==> config.mk <==
export PLATFORM = sky130hd
export DESIGN_NAME = wash_sequencer
export DESIGN_NICKNAME = d
export VERILOG_FILES = /design/src/rtl/wash_pkg.sv /design/src/rtl/phase_timer.sv /design/src/rtl/wash_sequencer.sv
export SDC_FILE = /design/constraint.sdc
export NUM_CORES = 1
export LEC_CHECK = 0
export CAP_MARGIN = 20
export CELL_PAD_IN_SITES_DETAIL_PLACEMENT = 1
export CELL_PAD_IN_SITES_GLOBAL_PLACEMENT = 1
export CORE_UTILIZATION = 33
export CTS_CLUSTER_SIZE = 28
export DETAILED_ROUTE_END_ITERATION = 7
export DONT_BUFFER_PORTS = 1
export GPL_ROUTABILITY_DRIVEN = 0
export MAX_ROUTING_LAYER = met4
export PLACE_DENSITY_LB_ADDON = 0.1
export SLEW_MARGIN = 10
export SYNTH_ARGS = -nofsm -noshare
export SYNTH_HDL_FRONTEND = slang
export SYNTH_SLANG_ARGS = --single-unit
==> constraint.sdc <==
create_clock -name clk_sec -period 2 [get_ports clk_sec]
set_input_delay 0.4 -clock clk_sec [delete_from_list [all_inputs] [get_ports clk_sec]]
set_output_delay 0.4 -clock clk_sec [all_outputs]
set_load 0.1 [all_outputs]
==> src/rtl/wash_pkg.sv <==
// Shared encodings, program codes, fixed phase durations and water-level
// limits for the wash sequencer, plus the program/phase decode helpers.
package wash_pkg;

   typedef enum logic [3:0] {
      ST_IDLE,
      ST_FILL,
      ST_WASH,
      ST_DRAIN,
      ST_RFILL,
      ST_RINSE,
      ST_RDRAIN,
      ST_SPIN,
      ST_PAUSE,
      ST_DONE
   } state_t;

   localparam logic [2:0] PH_IDLE   = 3'd0;
   localparam logic [2:0] PH_FILL   = 3'd1;
   localparam logic [2:0] PH_WASH   = 3'd2;
   localparam logic [2:0] PH_DRAIN  = 3'd3;
   localparam logic [2:0] PH_RFILL  = 3'd4;
   localparam logic [2:0] PH_RINSE  = 3'd5;
   localparam logic [2:0] PH_RDRAIN = 3'd6;
   localparam logic [2:0] PH_SPIN   = 3'd7;

   localparam logic [2:0] PRG_FULL       = 3'b000;
   localparam logic [2:0] PRG_WASH       = 3'b001;
   localparam logic [2:0] PRG_WASH_RINSE = 3'b010;
   localparam logic [2:0] PRG_RINSE      = 3'b011;
   localparam logic [2:0] PRG_RINSE_SPIN = 3'b100;
   localparam logic [2:0] PRG_SPIN       = 3'b101;

   localparam logic [5:0] DUR_WASH  = 6'd9;
   localparam logic [5:0] DUR_RINSE = 6'd6;
   localparam logic [5:0] DUR_SPIN  = 6'd3;

   localparam logic [3:0] WL_MIN = 4'd1;
   localparam logic [3:0] WL_MAX = 4'd10;

   function automatic logic [3:0] wl_clamp(input logic [3:0] wl);
      if (wl < WL_MIN) return WL_MIN;
      if (wl > WL_MAX) return WL_MAX;
      return wl;
   endfunction

   // Unlisted codes (110/111) fall into the defaults and behave as PRG_FULL.
   function automatic logic has_wash(input logic [2:0] mode);
      case (mode)
         PRG_RINSE, PRG_RINSE_SPIN, PRG_SPIN: return 1'b0;
         default:                             return 1'b1;
      endcase
   endfunction

   function automatic logic has_rinse(input logic [2:0] mode);
      case (mode)
         PRG_WASH, PRG_SPIN: return 1'b0;
         default:            return 1'b1;
      endcase
   endfunction

   function automatic logic has_spin(input logic [2:0] mode);
      case (mode)
         PRG_WASH, PRG_WASH_RINSE, PRG_RINSE: return 1'b0;
         default:                             return 1'b1;
      endcase
   endfunction

   function automatic state_t first_phase(input logic [2:0] mode);
      if (has_wash(mode))  return ST_FILL;
      if (has_rinse(mode)) return ST_RFILL;
      return ST_SPIN;
   endfunction

   function automatic state_t next_phase(input logic [2:0] mode, input state_t st);
      case (st)
         ST_FILL:   return ST_WASH;
         ST_WASH:   return ST_DRAIN;
         ST_DRAIN:  return has_rinse(mode) ? ST_RFILL : (has_spin(mode) ? ST_SPIN : ST_DONE);
         ST_RFILL:  return ST_RINSE;
         ST_RINSE:  return ST_RDRAIN;
         ST_RDRAIN: return has_spin(mode) ? ST_SPIN : ST_DONE;
         default:   return ST_DONE;
      endcase
   endfunction

   function automatic logic [5:0] phase_dur(input state_t st, input logic [3:0] wl);
      case (st)
         ST_FILL, ST_DRAIN, ST_RFILL, ST_RDRAIN: return {2'b00, wl};
         ST_WASH:  return DUR_WASH;
         ST_RINSE: return DUR_RINSE;
         ST_SPIN:  return DUR_SPIN;
         default:  return 6'd0;
      endcase
   endfunction

   function automatic logic [5:0] prog_total(input logic [2:0] mode, input logic [3:0] wl);
      logic [5:0] w;
      logic [5:0] t;
      w = {2'b00, wl};
      t = 6'd0;
      if (has_wash(mode))  t = t + w + w + DUR_WASH;
      if (has_rinse(mode)) t = t + w + w + DUR_RINSE;
      if (has_spin(mode))  t = t + DUR_SPIN;
      return t;
   endfunction

   function automatic logic [2:0] phase_code(input state_t st);
      case (st)
         ST_FILL:   return PH_FILL;
         ST_WASH:   return PH_WASH;
         ST_DRAIN:  return PH_DRAIN;
         ST_RFILL:  return PH_RFILL;
         ST_RINSE:  return PH_RINSE;
         ST_RDRAIN: return PH_RDRAIN;
         ST_SPIN:   return PH_SPIN;
         default:   return PH_IDLE;
      endcase
   endfunction

endpackage

==> src/rtl/phase_timer.sv <==
// Loadable 6-bit down-counter; load wins over enable and the count stops at 0.
module phase_timer (
   input  logic       i_clk,
   input  logic       i_rst,
   input  logic       i_load,
   input  logic [5:0] i_load_val,
   input  logic       i_en,
   output logic [5:0] o_value,
   output logic       o_is_one
);

   logic [5:0] r_value;

   always_ff @(posedge i_clk or posedge i_rst) begin
      if (i_rst) begin
         r_value <= 6'd0;
      end else if (i_load) begin
         r_value <= i_load_val;
      end else if (i_en && (r_value != 6'd0)) begin
         r_value <= r_value - 6'd1;
      end
   end

   assign o_value  = r_value;
   assign o_is_one = (r_value == 6'd1);

endmodule

==> src/rtl/wash_sequencer.sv <==
// Washing-machine program sequencer with pause/resume and power-off abort.
// Optional DONE_BEEP_EN adds a 4-cycle buzzer pulse on entry to DONE.
//
// state    | meaning
// ST_IDLE  | waiting for start, nothing driven
// ST_FILL  | wash fill, water_in on
// ST_WASH  | wash agitate, motor on
// ST_DRAIN | wash drain, water_out on
// ST_RFILL | rinse fill, water_in on
// ST_RINSE | rinse agitate, motor on
// ST_RDRAIN| rinse drain, water_out on
// ST_SPIN  | spin, motor and water_out on
// ST_PAUSE | counters frozen, r_saved holds the phase to resume
// ST_DONE  | program complete, if_finish on
module wash_sequencer
   import wash_pkg::*;
(
   input  logic       clk_sec,
   input  logic       reset,
   input  logic       power,
   input  logic       start_pause,
   input  logic [2:0] mode_sel,
   input  logic [3:0] water_level,
   output logic [2:0] model_now,
   output logic [2:0] phase,
   output logic [5:0] time_now,
   output logic [5:0] time_all,
   output logic       water_in,
   output logic       water_out,
   output logic       motor,
   output logic       start_led,
   output logic       if_finish
`ifdef DONE_BEEP_EN
   ,
   output logic       buzzer
`endif
);

   state_t     r_state, r_saved;
   logic [2:0] r_mode, r_phase;
   logic [3:0] r_wl;
   logic       r_water_in, r_water_out, r_motor, r_start_led, r_if_finish;

   state_t     w_state_nxt, w_saved_nxt, w_adv;
   logic [2:0] w_mode_nxt, w_phase_nxt;
   logic [3:0] w_wl_nxt, w_wl_in;
   logic       w_now_load, w_now_en, w_all_load, w_all_en;
   logic [5:0] w_now_val, w_all_val;
   logic       w_now_is_one, w_all_is_one;
   logic       w_water_in_nxt, w_water_out_nxt, w_motor_nxt, w_led_nxt, w_fin_nxt;

   assign w_wl_in = wl_clamp(water_level);

   phase_timer u_time_now (
      .i_clk      (clk_sec),
      .i_rst      (reset),
      .i_load     (w_now_load),
      .i_load_val (w_now_val),
      .i_en       (w_now_en),
      .o_value    (time_now),
      .o_is_one   (w_now_is_one)
   );

   phase_timer u_time_all (
      .i_clk      (clk_sec),
      .i_rst      (reset),
      .i_load     (w_all_load),
      .i_load_val (w_all_val),
      .i_en       (w_all_en),
      .o_value    (time_all),
      .o_is_one   (w_all_is_one)
   );

   always_comb begin
      w_state_nxt = r_state;
      w_saved_nxt = r_saved;
      w_mode_nxt  = r_mode;
      w_wl_nxt    = r_wl;
      w_now_load  = 1'b0;
      w_now_val   = 6'd0;
      w_now_en    = 1'b0;
      w_all_load  = 1'b0;
      w_all_val   = 6'd0;
      w_all_en    = 1'b0;
      // The program total reaching its last second is the end of the program.
      w_adv       = w_all_is_one ? ST_DONE : next_phase(r_mode, r_state);

      if (!power) begin
         w_state_nxt = ST_IDLE;
         w_mode_nxt  = 3'd0;
         w_now_load  = 1'b1;
         w_all_load  = 1'b1;
      end else begin
         case (r_state)
            ST_IDLE: begin
               if (start_pause) begin
                  w_mode_nxt  = mode_sel;
                  w_wl_nxt    = w_wl_in;
                  w_state_nxt = first_phase(mode_sel);
                  w_now_load  = 1'b1;
                  w_now_val   = phase_dur(first_phase(mode_sel), w_wl_in);
                  w_all_load  = 1'b1;
                  w_all_val   = prog_total(mode_sel, w_wl_in);
               end
            end
            ST_PAUSE: begin
               if (start_pause) w_state_nxt = r_saved;
            end
            ST_DONE: begin
               if (start_pause) w_state_nxt = ST_IDLE;
            end
            default: begin
               if (start_pause) begin
                  w_saved_nxt = r_state;
                  w_state_nxt = ST_PAUSE;
               end else begin
                  w_all_en = 1'b1;
                  if (w_now_is_one) begin
                     w_state_nxt = w_adv;
                     w_now_load  = 1'b1;
                     w_now_val   = phase_dur(w_adv, r_wl);
                  end else begin
                     w_now_en = 1'b1;
                  end
               end
            end
         endcase
      end

      w_phase_nxt     = phase_code((w_state_nxt == ST_PAUSE) ? w_saved_nxt : w_state_nxt);
      w_water_in_nxt  = (w_state_nxt inside {ST_FILL, ST_RFILL});
      w_water_out_nxt = (w_state_nxt inside {ST_DRAIN, ST_RDRAIN, ST_SPIN});
      w_motor_nxt     = (w_state_nxt inside {ST_WASH, ST_RINSE, ST_SPIN});
      w_led_nxt       = !(w_state_nxt inside {ST_IDLE, ST_DONE});
      w_fin_nxt       = (w_state_nxt == ST_DONE);
   end

   always_ff @(posedge clk_sec or posedge reset) begin
      if (reset) begin
         r_state     <= ST_IDLE;
         r_saved     <= ST_IDLE;
         r_mode      <= 3'd0;
         r_wl        <= WL_MIN;
         r_phase     <= PH_IDLE;
         r_water_in  <= 1'b0;
         r_water_out <= 1'b0;
         r_motor     <= 1'b0;
         r_start_led <= 1'b0;
         r_if_finish <= 1'b0;
      end else begin
         r_state     <= w_state_nxt;
         r_saved     <= w_saved_nxt;
         r_mode      <= w_mode_nxt;
         r_wl        <= w_wl_nxt;
         r_phase     <= w_phase_nxt;
         r_water_in  <= w_water_in_nxt;
         r_water_out <= w_water_out_nxt;
         r_motor     <= w_motor_nxt;
         r_start_led <= w_led_nxt;
         r_if_finish <= w_fin_nxt;
      end
   end

   assign model_now = r_mode;
   assign phase     = r_phase;
   assign water_in  = r_water_in;
   assign water_out = r_water_out;
   assign motor     = r_motor;
   assign start_led = r_start_led;
   assign if_finish = r_if_finish;

`ifdef DONE_BEEP_EN
   logic [1:0] r_beep_cnt;
   logic       r_buzzer;

   // Leaving DONE (start_pause or power loss) cuts the beep immediately.
   always_ff @(posedge clk_sec or posedge reset) begin
      if (reset) begin
         r_buzzer   <= 1'b0;
         r_beep_cnt <= 2'd0;
      end else if ((w_state_nxt == ST_DONE) && (r_state != ST_DONE)) begin
         r_buzzer   <= 1'b1;
         r_beep_cnt <= 2'd3;
      end else if ((w_state_nxt == ST_DONE) && (r_beep_cnt != 2'd0)) begin
         r_buzzer   <= 1'b1;
         r_beep_cnt <= r_beep_cnt - 2'd1;
      end else begin
         r_buzzer   <= 1'b0;
         r_beep_cnt <= 2'd0;
      end
   end

   assign buzzer = r_buzzer;
`endif

endmodule

# == Word-level counts from Yosys, hierarchy flattened ==
# Cells that the tools add are included.
# totals
register_bits,35
in_bits,11
out_inout_bits,23
wordCells,198
# classes
n_addsub,8
order_cmp,2
eq_ne,51
mux,101
reduce_logical,24
# op_table
cell,n
two-way mux 4 bit,29
two-way mux 6 bit,16
"== test 4 x 3 -> 1 bit, second input constant",19
two-way mux 1 bit,46
"== test 4 x 2 -> 1 bit, second input constant",10
one-hot mux 4 bit (4 select lines),2
one-hot mux 4 bit (6 select lines),1
one-hot mux 3 bit (7 select lines),1
"== test 4 x 1 -> 1 bit, second input constant",5
"== test 4 bit, second input constant",4
adder 6 x 4 -> 6 bit,2
"== test 3 x 2 -> 1 bit, second input constant",4
"== test 6 x 1 -> 1 bit, second input constant",2
one-hot mux 4 bit (3 select lines),1
nonzero test 6 bit,2
OR reduction 3 bit,4
"subtractor 6 x 1 -> 6 bit, second input constant",2
"== test 3 bit, second input constant",3
two-way mux 3 bit,3
zero test 4 bit,2
one-hot mux 4 bit (2 select lines),1
nonzero test 2 bit,4
OR reduction 4 bit,2
"adder 5 x 4 -> 6 bit, second input constant",1
14 further kinds,20

# == Logic depth before layout (Yosys ltp) ==
# logic_depth
depth_word,31
ltp_mapped,12

# == Hierarchy ==
# Synthesis repeated with hierarchy kept, for this count alone.
# hier_totals
hier_cells,331
area_unflattened_um2,2842.7
# modules_own_cells
mod,n_inst,cells_per_inst,area_per_inst_um2,seq_area_each_um2
wash_sequencer,1,235,1996.9,576.8
phase_timer,2,48,422.9,150.1

# == Worst setup path before layout ==
# No wires, ideal clock.
# synth_path
path_type,input-to-reg
startpoint,input port mode_sel[1]
endpoint,register u_time_all.r_value[4] (netlist: u_time_all.o_value[4])
t_arrival_ns,2.679
required_ns,1.875
path_slack_ns,-0.804
stages,11
cell_sequence,buf_2 > inv_1 > o21ai_0 > nand2_1 > ha_1 > fa_1 > inv_1 > or3_1 > o21ai_0 > nor2_1 > a2111oi_0
# synth_between
elab_chain_len,23
word_cells_on_any_way,37
# synth_rtl
element,line,rtl
"start, declared",wash_sequencer.sv:22,"input logic [2:0] mode_sel,"
== test 3 x 2 -> 1 bit (tied with other cells),"wash_pkg.sv:49, wash_pkg.sv:63",
OR reduction 3 bit,wash_pkg.sv:49,case (mode)
two-way mux 1 bit,wash_pkg.sv:49,
two-way mux 1 bit,wash_sequencer.sv:96,if (start_pause) begin
two-way mux 1 bit,wash_sequencer.sv:94,case (r_state)
two-way mux 1 bit,wash_sequencer.sv:88,if (!power) begin
two-way mux 6 bit,wash_pkg.sv:102,if (has_wash(mode)) t = t + w + w + DUR_WASH;
two-way mux 6 bit,wash_sequencer.sv:96,
(+7 left out),-,
two-way mux 6 bit,wash_sequencer.sv:94,
two-way mux 6 bit,wash_sequencer.sv:88,
adder 6 x 2 -> 6 bit,wash_pkg.sv:104,if (has_spin(mode)) t = t + DUR_SPIN;
two-way mux 6 bit *,wash_pkg.sv:104,
two-way mux 6 bit *,wash_sequencer.sv:96,
two-way mux 6 bit *,wash_sequencer.sv:94,
two-way mux 6 bit *,wash_sequencer.sv:88,
two-way mux 6 bit *,phase_timer.sv:17,end else if (i_load) begin
"end signal, assigned",phase_timer.sv:18,r_value <= i_load_val;
"end signal, assigned",phase_timer.sv:20,r_value <= r_value - 6'd1;
"end, declared",phase_timer.sv:12,logic [5:0] r_value;
# Mark *: on every way between the ends. The rest lies on a longest branch, timed or not. The select of a mux whose other input is x is not followed.
# A chain may end at the register's enable or synchronous reset.

# == Final worst setup path ==
# layout_path
startpoint,input port mode_sel[2]
endpoint,register u_time_all.r_value[4] (netlist: u_time_all.o_value[4])
# Same word-level chain as after synthesis.

==> flow_summary_export.csv <==
group,metric,value,unit
timing,finalSetupViolations,16,
final_layout,final_cells,559,
yosys,synth_edf_count,0,
yosys,syn_avg_cell_area,8.59,um2
floorplan,die_w,95.8,um
timing,tightest_slew,600,ps
power,power_frac_clock,17.4,%
global_route,track_usage,25.8,%
power,leakagePower,1.94,nW
yosys,ys_warn_count,0,
placement,pre_cts_ws,-701,ps
power,internal_power,2.22,mW
power,switchingPower,1.83,mW
worst_setup_path,reg2regPathDepth,9,
yosys,synthFlopType,"dfrtp_1",
worst_setup_path,rrSetupSlack,-230,ps
run_status,status,"finished with violations",
placement,portBuffers,0,
route,vias,3164,
cts,cts_tree,"built",
cts,clock-sinks,35,
placement,place_hpwl,7980,um
global_route,grt_pass1_vias,3215,
floorplan,initial_utilization,34.6,%
route,drtIter0Drc,142,
timing,fmax,449,MHz
worst_setup_path,crit_type,"primary input to flop",
worst_setup_path,crit_buf_inv,1,
global_route,antenna_found_initial,0,
timing,fin_worst_skew,7.77,ps
yosys,synth.top_cell.area_share,29.3,%
final_layout,syn_to_final_growth,56.8,%
yosys,syn_area,2900,um2
worst_setup_path,rr_startpoint,"u_time_now.o_value[2]",
timing,setup_tns,-2370,ps
worst_setup_path,worstPathCellList,"nand2b_4 > o21ai_4 > nand2_2 > ha_4 > fa_1 > inv_2 > or3_4 > o21ai_2 > nor2_2 > a2111oi_2",
yosys,synthesis.instances,338,
floorplan,rows,33,
route,avgViaCountPerCell,5.66,
cts,cts_buffers,5,
timing,fin_crit_sh,111,%
route,wl_per_cell,20.9,um
yosys,netlist.top_cell.by_area,"dfrtp_1",
route,ant_nets,0,
yosys,synthTopCellsByArea,"dfrtp_1 29%, a21oi_1 4.0%, nand2_1 3.6%",
global_route,grt_overflow,0,
cts,clk_path_buf_depth,2,
final_layout,antennaDiodeCount,0,
worst_setup_path,cp.required,2180,ps
final_layout,fillerInstances,951,
timing,drv_slew,0,
final_layout,finalNetCount,473,
worst_setup_path,crit_fanout,16,
run_status,violations,"negative setup slack",
worst_setup_path,cp-end-kind,"flop",
floorplan,fp.dieH,95.8,um
power,p_total,4.05,mW
yosys,synth_seq_cells,35,
worst_setup_path,worstPathArrival,2410,ps
timing,hold_viol,0,
floorplan,dieArea,9180,um2
yosys,synth_common_cells,"34 x dfrtp_1, 28 x nand2_1, 26 x nor2_1",
route,routed_wl,11700,um
timing,relSlewSlack,59.9,%
yosys,synth_nets,358,
power,powerDensity,889,nW/um2
cts,clock_latency,300,ps
min_path,hp-class,"primary input to asynchronous set/reset pin",
yosys,synth_cell_types,75,
timing,finalCriticalPeriod,2230,ps
yosys,async_flop_share,100,%
power,ir_worst_vdd,454,uV
worst_setup_path,cpLargestDelayFamily,"adder cells",
flow_run,drv_cap,0,
final_layout,final_util,54.3,%
yosys,ys_seq_area_share,30.2,%
floorplan,ios,34,
final_layout,layout-drive-gt1-share,56.4,%
route,first_pass_iters,4,
worst_setup_path,worstSetupStartpointType,"primary input",
power,combPwrFrac,58.5,%
placement,dpl.cell_count,527,
power,seq_power_share,24.1,%
timing,fin_ws,-229,ps
global_route,grt_pass1_wl,17300,um
yosys,post-synth-top-count-cell,"dfrtp_1",
worst_setup_path,slowest_delay,540,ps
cts,clockRootBuffer,"clkbuf_8",
power,p_sw_share,45.2,%
cts,path_clk_slew,80,ps
worst_setup_path,r2r-end,"start_led",
cts,htree_levels,2,
global_route,grt_start_max_net_pins,36,
worst_setup_path,critical_path.slowest_cell,"fa_1",
floorplan,core-area,8380,um2
route,drc_errors,0,
timing,rsz0062_at_grt,"yes",
how the worst max path moves through the flow:
stage / start / endpoint / slack, ps / cells past startpoint
after CTS: u_time_all.o_value[0] / start_led / -230 / 7
after global placement: mode_sel[2] / u_time_all.o_value[4] / -590 / 10
after global routing: mode_sel[2] / u_time_all.o_value[4] / -290 / 10
final: mode_sel[2] / u_time_all.o_value[4] / -230 / 10
after detailed placement: mode_sel[2] / u_time_all.o_value[4] / -700 / 10
after floorplan: mode_sel[1] / u_time_all.o_value[4] / -500 / 11
stage by stage:
step | cell area [um2] | hold slack (ps)
after floorplan | 3050 | 444
after global placement | 3830 | 428
after detailed placement | 3830 | 434
after CTS | 4120 | 112
after global routing | 4550 | 144
final | 4550 | 93.6
per-layer routing:
layer	routed length, um	GRT usage, %	up-vias
li1	-	-	1479
met1	5330	34.1	1601
met2	5790	40.5	60
met3	315	4.42	24
met4	262	7.34	0
met5	0	-	-
final cells by class:
type	instances	area (um2)	area share (%)
clock inverter	2	35.0	0.770
multi-input combinational	266	2290	50.3
tap	105	131	2.89
clock buffer	6	82.6	1.81
inverter	18	67.6	1.48
timing repair buffer	127	1020	22.5
sequential	35	921	20.2
layout by cell type, fill, tap and decap left out, types with 4 or more instances in the layout:
cell      synthesis  final
xnor2_1           6      6
o21ai_0          16      8
nor2_1           26     19
a211oi_1          8      5
nor2b_1          11      8
o21ai_2           2      7
nor3_1           12      9
a21oi_2           0      9
nand3_1           8      5
inv_1            18     14
mux2_2            5      5
nand2b_1         10      4
a21oi_1          23     13
nand3b_1          4      4
nand2_1          28     26
dfrtp_2           0     11
inv_2             0      4
dfrtp_4           0      8
dfrtp_1          34     15
nor2_2            1      4
clkbuf_8          0      6
ha_1              8      5
nand2b_4          0      6
nor2_4            0      4
buf_6             2     19
buf_4             1    108
xor2_1            5      5
mux2i_1           4      4
o22ai_1           7      6
power groups by stage:
stage          logic [mW]  registers [mW]  clock network, mW
2_1_floorplan       0.851            1.44                  0
3_3_place_gp         1.94           0.971                  0
3_5_place_dp         1.98           0.976                  0
4_1_cts              2.09           0.965              0.709
5_1_grt              2.51           0.984              0.735
6_report             2.37           0.974              0.705
logic make-up after synthesis:
logic type               Yosys count  share of synthesized area [%]
adder cells (fa/ha/maj)           10                           4.48
AO/OA/AOI/OAI                    104                           26.9
AND/OR/NAND/NOR                  132                           25.9
XOR/XNOR                          11                           3.32
flip-flops                        35                           30.2
multiplexers                       9                           3.32
buffers and inverters             37                           5.82
state kept, by name, indices dropped and copies added (netlist names):
register	count
r_saved	4
u_time_all.o_value	6
model_now	3
r_wl	4
motor	1
water_in	1
r_state	4
phase	3
u_time_now.o_value	6
water_out	1
start_led	1
if_finish	1
worst register-to-register path, delay by kind of cell (launching register included):
family	cells	cell delay (ps)
AOI/OAI and AO/OA	3	730
muxes	1	170
buffers and inverters	3	460
DFF	1	490
and+or+nand+nor	2	320
timing repair:
item	4_1_cts	5_1_grt
resized for setup	21	80
setup endpoints to repair	20	33
buffers inserted	9	16
hold buffers	0	0
pin swaps	14	35
Note: power is estimated with default switching activity, not from simulation.
